==> src/rtl/scene_ctl.sv <==
// Game scene sequencer: MENU -> BATTLE -> ENDGAME -> MENU, with every scene change
// committed only on a vsync frame edge so a frame never mixes two scenes.
module scene_ctl #(
    parameter int unsigned ENDGAME_FRAMES = 180,
    parameter bit          VS_POL         = 1'b0
) (
    input  logic       i_pclk,
    input  logic       i_rst,
    input  logic       i_vs,
    input  logic       i_start,
    input  logic       i_battle_done,
    input  logic [1:0] i_winner,
    input  logic       i_restart,
    output logic [1:0] o_sel,
    output logic       o_battle_rst,
    output logic [1:0] o_winner,
    output logic       o_pending
);

    typedef enum logic [2:0] {
        MENU       = 3'd0,
        ARM_BATTLE = 3'd1,
        BATTLE     = 3'd2,
        ARM_END    = 3'd3,
        ENDGAME    = 3'd4,
        ARM_MENU   = 3'd5
    } state_t;

    localparam logic [1:0]  SEL_MENU    = 2'b00;
    localparam logic [1:0]  SEL_BATTLE  = 2'b01;
    localparam logic [1:0]  SEL_ENDGAME = 2'b10;
    localparam logic [11:0] FRAMES_MAX  = 12'(ENDGAME_FRAMES);

    state_t      state;
    logic [11:0] frame_cnt;
    logic        vs_q;
    logic        vs_act;
    logic        vs_q_act;
    logic        tick;

    // Tick marks the leading edge of the vsync pulse, whatever its polarity.
    assign vs_act   = (i_vs == VS_POL);
    assign vs_q_act = (vs_q == VS_POL);
    assign tick     = vs_act & ~vs_q_act;

    always_ff @(posedge i_pclk) begin
        if (i_rst) begin
            state        <= MENU;
            o_sel        <= SEL_MENU;
            o_battle_rst <= 1'b0;
            o_winner     <= '0;
            o_pending    <= 1'b0;
            frame_cnt    <= '0;
            vs_q         <= ~VS_POL;
        end else begin
            vs_q         <= i_vs;
            o_battle_rst <= 1'b0;
            case (state)
                MENU: begin
                    if (i_start) begin
                        state     <= ARM_BATTLE;
                        o_pending <= 1'b1;
                    end
                end
                ARM_BATTLE: begin
                    if (tick) begin
                        state        <= BATTLE;
                        o_sel        <= SEL_BATTLE;
                        o_battle_rst <= 1'b1;
                        o_pending    <= 1'b0;
                    end
                end
                BATTLE: begin
                    if (i_battle_done) begin
                        state     <= ARM_END;
                        o_winner  <= i_winner;
                        o_pending <= 1'b1;
                    end
                end
                ARM_END: begin
                    if (tick) begin
                        state     <= ENDGAME;
                        o_sel     <= SEL_ENDGAME;
                        o_pending <= 1'b0;
                        frame_cnt <= '0;
                    end
                end
                ENDGAME: begin
                    // Restart uses the count before this cycle's tick; early requests are dropped.
                    if (tick && (frame_cnt < FRAMES_MAX))
                        frame_cnt <= frame_cnt + 12'd1;
                    if (i_restart && (frame_cnt >= FRAMES_MAX)) begin
                        state     <= ARM_MENU;
                        o_pending <= 1'b1;
                    end
                end
                ARM_MENU: begin
                    if (tick) begin
                        state     <= MENU;
                        o_sel     <= SEL_MENU;
                        o_pending <= 1'b0;
                    end
                end
                default: begin
                    state     <= MENU;
                    o_sel     <= SEL_MENU;
                    o_pending <= 1'b0;
                end
            endcase
        end
    end

endmodule
==> config.mk <==
export PLATFORM = sky130hd
export DESIGN_NAME = scene_ctl
export DESIGN_NICKNAME = d
export VERILOG_FILES = /design/src/rtl/scene_ctl.sv
export SDC_FILE = /design/constraint.sdc
export NUM_CORES = 1
export LEC_CHECK = 0
export ABC_AREA = 1
export CAP_MARGIN = 20
export CORE_MARGIN = 2
export CORE_UTILIZATION = 35
export DETAILED_ROUTE_END_ITERATION = 7
export PLACE_DENSITY = 0.55
export SLEW_MARGIN = 30
export SYNTH_ARGS = -nofsm -noshare
export SYNTH_HDL_FRONTEND = slang
export SYNTH_SLANG_ARGS = --single-unit
export TNS_END_PERCENT = 1
==> constraint.sdc <==
create_clock -name i_pclk -period 3.5 [get_ports i_pclk]
set_input_delay 0.7 -clock i_pclk [delete_from_list [all_inputs] [get_ports i_pclk]]
set_output_delay 0.7 -clock i_pclk [all_outputs]
set_load 0.05 [all_outputs]
==> results of run 1 <==
## synthesized netlist by cell type, drive strengths merged
master  instances
nand2          51
nor2           35
dfxtp          22
nand3          20
inv            16
a21oi          15
o21ai           3
buf             2
clkinv          2
ha              2
clkbuf          1
nand3b          1
o21bai          1
xnor2           1
xor2            1
## kinds of logic after synthesis
logic type | after synthesis | synth area share (%)
buffers and inverters | 21 | 6.65
AND/OR/NAND/NOR | 107 | 43.7
XOR/XNOR | 2 | 1.43
flip-flops | 22 | 36.0
adder cells (fa/ha/maj) | 2 | 2.05
AO/OA/AOI/OAI | 19 | 10.1
## metal layers
| metal | part of all wire [%] | routed length [um] | up-vias | track usage, % |
|---|---|---|---|---|
| met5 | 0 | 0 | - | 0 |
| met4 | 0.58 | 14 | 0 | 2.50 |
| met3 | 4.3 | 104 | 2 | 4.29 |
| met2 | 45 | 1070 | 18 | 20.7 |
| met1 | 50 | 1210 | 461 | 17.6 |
| li1 | - | - | 572 | - |
## worst paths after layout
kind                                     end  cells past startpoint          from
worst max-delay path                o_sel[1]                      1      o_sel[1]
worst min-delay path            frame_cnt[9]                      2  frame_cnt[9]
worst max register to register     o_pending                      7  frame_cnt[2]
worst min register to register  frame_cnt[9]                      2  frame_cnt[9]
## registers in the layout, summed over array words and instances (netlist names)
name,cells
frame_cnt,12
state,3
o_sel,2
o_winner,2
o_battle_rst,1
o_pending,1
vs_q,1
## area by class of cell
cell class,instances,area (um2)
clock inverters,1,30.0
multi-input cells,130,701
flip-flops and latches,22,440
fillers,334,1890
inverters,18,67.6
clock buffers,3,22.5
repair buffers,13,130
well taps,46,57.6
## stage by stage
step           utilization [%]  worst slack, ps  instances
6_report                  43.4             1310        233
3_5_place_dp              41.8             1290        229
2_1_floorplan                -             1940        173
3_3_place_gp              41.8             1320        229
5_1_grt                   43.4             1270        233
4_1_cts                   43.4             1290        233
## power breakdown
part           total, mW  switching (mW)  internal, mW  leakage, nW
sequential         0.327          0.0437         0.283        0.179
clock              0.194          0.0786         0.116       0.0279
combinational      0.340           0.223         0.117        0.355
total              0.862           0.345         0.517        0.561
==> results.sh, run 1 <==
export IMPL_yosys_register_bits=22
export IMPL_die_area_um2=3980
export IMPL_clock_sinks=22
export IMPL_worstPathRequired_ps=2800
export IMPL_synthesis_area_um2=1220
export IMPL_port_buffers=13
export IMPL_syn_avg_cell_area_um2=7.07
export IMPL_final_nets=198
export IMPL_wl_per_cell_um=10.3
export IMPL_post_dp_cell_area_um2=1400
export IMPL_dr_pass1_iters=4
export IMPL_cts_buffers=3
export IMPL_clock_latency_ps=310
export IMPL_yosys_warnings=0
export IMPL_start_util_pct=36.6
export IMPL_vdd_drop_max_uv=269
export IMPL_end_kind="primary output"
export IMPL_drtAntennaViolNets=0
export IMPL_grt_overflow=0
export IMPL_layout_common_cells="nand2_1, nor2_1, dfxtp_1"
export IMPL_fin_hold_ws_ps=450
export IMPL_vias_per_cell=4.52
export IMPL_finalPower_uw=862
export IMPL_routed_wl_mm=2.40
export IMPL_run_status="finished, final reports clean"
export IMPL_drive_above_1_share_pct=18.2
export IMPL_vias=1053
export IMPL_grt_pass1_vias=934
export IMPL_worst_setup_path_type="reg2out"
export IMPL_slowest_stage="clkdlybuf4s50_1"
export IMPL_synth_nets=183
export IMPL_drc=0
export IMPL_path_cells="clkdlybuf4s50_1"
export IMPL_r2r_slack_ps=2060
export IMPL_core_area_um2=3340
export IMPL_arrival_ps=1490
export IMPL_netlist_instances=173
export IMPL_cts_tree="done"
export IMPL_max_slew_margin_pct=50.3
export IMPL_grt_setup_unrepaired="false"
export IMPL_cp_top_family="buffers and inverters"
export IMPL_synth_top_area_cell="dfxtp_1"
export IMPL_layout_commonest_cell="nand2_1"
export IMPL_drtIter0Drc=35
export IMPL_yosysSeqAreaShare_pct=36.0
export IMPL_setup_viol=0
export IMPL_synth_distinct_cells=24
export IMPL_cts_buffer_depth=2
export IMPL_setup_tns_ps=0
export IMPL_post_cts_setup_buffer_count=0
export IMPL_antenna_found_initial=0
export IMPL_io_pins=14
export IMPL_gp_congestion=0.782
export IMPL_worst_slew_pin_slew_ps=743
export IMPL_die_height_um=63.1
export IMPL_hold_viol=0
export IMPL_grt_max_degree=19
export IMPL_post_cts_resized=0
export IMPL_n_antenna_cell=0
export IMPL_grt_pass1_wl_mm=4.15
export IMPL_crit_fanout=2
export IMPL_min_delay_path_class="reg2reg"
export IMPL_cp_buffers_inverters=1
export IMPL_maxSlewViolCount=0
export IMPL_grt_util_all_layers_pct=13.1
export IMPL_p_leak_nw=0.561
export IMPL_synth_top_area_share_pct=36.0
export IMPL_fin_crit_sh_pct=62.4
export IMPL_die_width_um=63.1
export IMPL_hpwlAfterDp_mm=1.84
export IMPL_ctsHoldBuffers=0
export IMPL_fin_area_um2=1450
export IMPL_power_density_nw_per_um2=595
export IMPL_netlist_top_cells_area="dfxtp_1, nand2_1, nor2_1"
export IMPL_max_cap_violations=0
export IMPL_num_rows=21
export IMPL_htreeDepth=1
export IMPL_startpoint_type="flop"
export IMPL_slowest_delay_ps=810
export IMPL_area_delta_synth_final_pct=18.5
export IMPL_clkTransAtPathRegs_ps=120
export IMPL_finalCriticalPeriod_ps=2190
export IMPL_clock_skew_ps=6.03
export IMPL_fmax_mhz=458
export IMPL_cts_root_buffer="clkbuf_4"
Power figures use the tool's default switching activity.
==> run 2, diff against run 1 <==
PLACE_DENSITY = 0.57   (was 0.55)
clock period = 2 ns   (was 3.5 ns; I/O delays follow)
==> run 2 against run 1 <==
Critical path type unchanged; largest power group unchanged; sequential power is 76% higher; routed wire length is 3.6% higher; design area is 1.0% higher.
==> results.sh, run 2 (same netlist as run 1, synthesis figures left out) <==
export IMPL_run_status="finished, final reports clean"
export IMPL_min_delay_path_class="reg2reg"
export IMPL_drive_above_1_share_pct=19.0
export IMPL_cp_buffers_inverters=1
export IMPL_setup_tns_ps=0
export IMPL_r2r_slack_ps=540
export IMPL_end_kind="primary output"
export IMPL_area_delta_synth_final_pct=19.8
export IMPL_grt_util_all_layers_pct=14.2
export IMPL_drc=0
export IMPL_die_height_um=63.1
export IMPL_cts_root_buffer="clkbuf_4"
export IMPL_power_density_nw_per_um2=1040
export IMPL_multi_input_area_um2=701
export IMPL_grt_overflow=0
export IMPL_routed_wl_mm=2.49
export IMPL_fmax_mhz=531
export IMPL_dr_pass1_iters=4
export IMPL_hold_viol=0
export IMPL_maxSlewViolCount=0
export IMPL_grt_pass1_vias=1041
export IMPL_largest_register_ffs=12
export IMPL_grt_max_degree=14
export IMPL_max_slew_margin_pct=66.4
export IMPL_vias_per_cell=4.60
export IMPL_grt_setup_unrepaired="false"
export IMPL_core_area_um2=3340
export IMPL_cts_buffer_depth=2
export IMPL_clock_sinks=22
export IMPL_largest_register="frame_cnt"
export IMPL_clock_latency_ps=310
export IMPL_drtAntennaViolNets=0
export IMPL_p_leak_nw=0.571
export IMPL_worst_slew_pin_slew_ps=502
export IMPL_max_cap_violations=0
export IMPL_wl_per_cell_um=10.6
export IMPL_final_seq_area_um2=440
export IMPL_p_clk_share_pct=22.1
export IMPL_finalCriticalPeriod_ps=1880
export IMPL_cp_depth=1
export IMPL_die_area_um2=3980
export IMPL_p_seq_share_pct=38.0
export IMPL_post_cts_setup_buffer_count=0
export IMPL_power_switching_uw=612
export IMPL_clkTransAtPathRegs_ps=120
export IMPL_arrival_ps=1480
export IMPL_fin_hold_ws_ps=451
export IMPL_cp_endpoint="o_sel[1]"
export IMPL_largestRegisters="frame_cnt x12, state x3"
export IMPL_cts_buffers=3
export IMPL_r2r_end="o_pending"
export IMPL_p_int_uw=906
export IMPL_layout_commonest_cell="nand2_1"
export IMPL_setup_viol=0
export IMPL_grt_pass1_wl_mm=4.56
export IMPL_vdd_drop_max_uv=495
export IMPL_path_cells="clkdlybuf4s50_1"
export IMPL_ctsHoldBuffers=0
export IMPL_slowest_stage="clkdlybuf4s50_1"
export IMPL_reg2reg_depth=7
export IMPL_htreeDepth=1
export IMPL_fin_crit_sh_pct=94.2
export IMPL_r2r_start="frame_cnt[2]"
export IMPL_post_cts_resized=0
export IMPL_vias=1082
export IMPL_final_nets=200
export IMPL_num_rows=21
export IMPL_combPwrFrac_pct=40.0
export IMPL_slowest_delay_ps=810
export IMPL_startpoint_type="flop"
export IMPL_worst_setup_path_type="reg2out"
export IMPL_cp_top_family="buffers and inverters"
export IMPL_port_buffers=13
export IMPL_crit_fanout=2
export IMPL_worstPathRequired_ps=1600
export IMPL_die_width_um=63.1
export IMPL_io_pins=14
export IMPL_drtIter0Drc=35
export IMPL_start_util_pct=36.6
export IMPL_layout_common_cells="nand2_1, nor2_1, dfxtp_1"
export IMPL_hpwlAfterDp_mm=1.99
export IMPL_cts_tree="done"
export IMPL_fill_cells=351
export IMPL_critPathLaunch="o_sel[1]"
export IMPL_n_antenna_cell=0
export IMPL_gp_congestion=0.880
export IMPL_switching_share_pct=40.3
export IMPL_antenna_found_initial=0
export IMPL_clock_skew_ps=10.3
-- run 2: worst min path at each step --
stage | startpoint | to | slack, ps | cells after the start
floorplan | frame_cnt[10] | frame_cnt[10] | 420 | 2
global placement | frame_cnt[9] | frame_cnt[9] | 430 | 2
detailed placement | frame_cnt[11] | frame_cnt[11] | 430 | 2
CTS | frame_cnt[11] | frame_cnt[11] | 450 | 2
global route | frame_cnt[11] | frame_cnt[11] | 470 | 2
finish | frame_cnt[11] | frame_cnt[11] | 450 | 2
-- run 2: tightest hold or removal path: stages (launching register included) --
cell and delay [ps]:
dfxtp_1 330, nand2_1 60, nor2_1 30
-- run 2: per-stage QoR --
stage	power [mW]	area, um2	instances	utilization [%]	setup slack (ps)
2_1_floorplan	1.05	1220	173	-	737
3_3_place_gp	1.18	1410	231	42.3	249
3_5_place_dp	1.19	1410	231	42.3	210
4_1_cts	1.53	1460	235	43.9	109
5_1_grt	1.64	1460	235	43.9	50.0
6_report	1.52	1460	235	43.9	116
-- run 2: power groups by stage --
stage | combinational, mW | sequential (mW) | clock [mW]
after floorplan | 0.400 | 0.646 | 0
after global placement | 0.602 | 0.581 | 0
after detailed placement | 0.609 | 0.586 | 0
after CTS | 0.612 | 0.575 | 0.345
after global routing | 0.688 | 0.591 | 0.365
final | 0.607 | 0.577 | 0.335
-- run 2: cell type report --
type	count	area share, %
clock inverters	1	2.05
inverters	18	4.62
clock buffers	3	1.54
multi-input cells	130	47.9
repair buffers	15	9.91
flip-flops and latches	22	30.1
well taps	46	3.93
-- run 2: per-layer routing --
layer  vias up  GRT usage, %  share of wire (%)
li1        577             -                  -
met1       477          19.2                 49
met2        24          22.2                 45
met3         4          4.46                5.3
met4         0          3.06                1.2
met5         -             0                  0
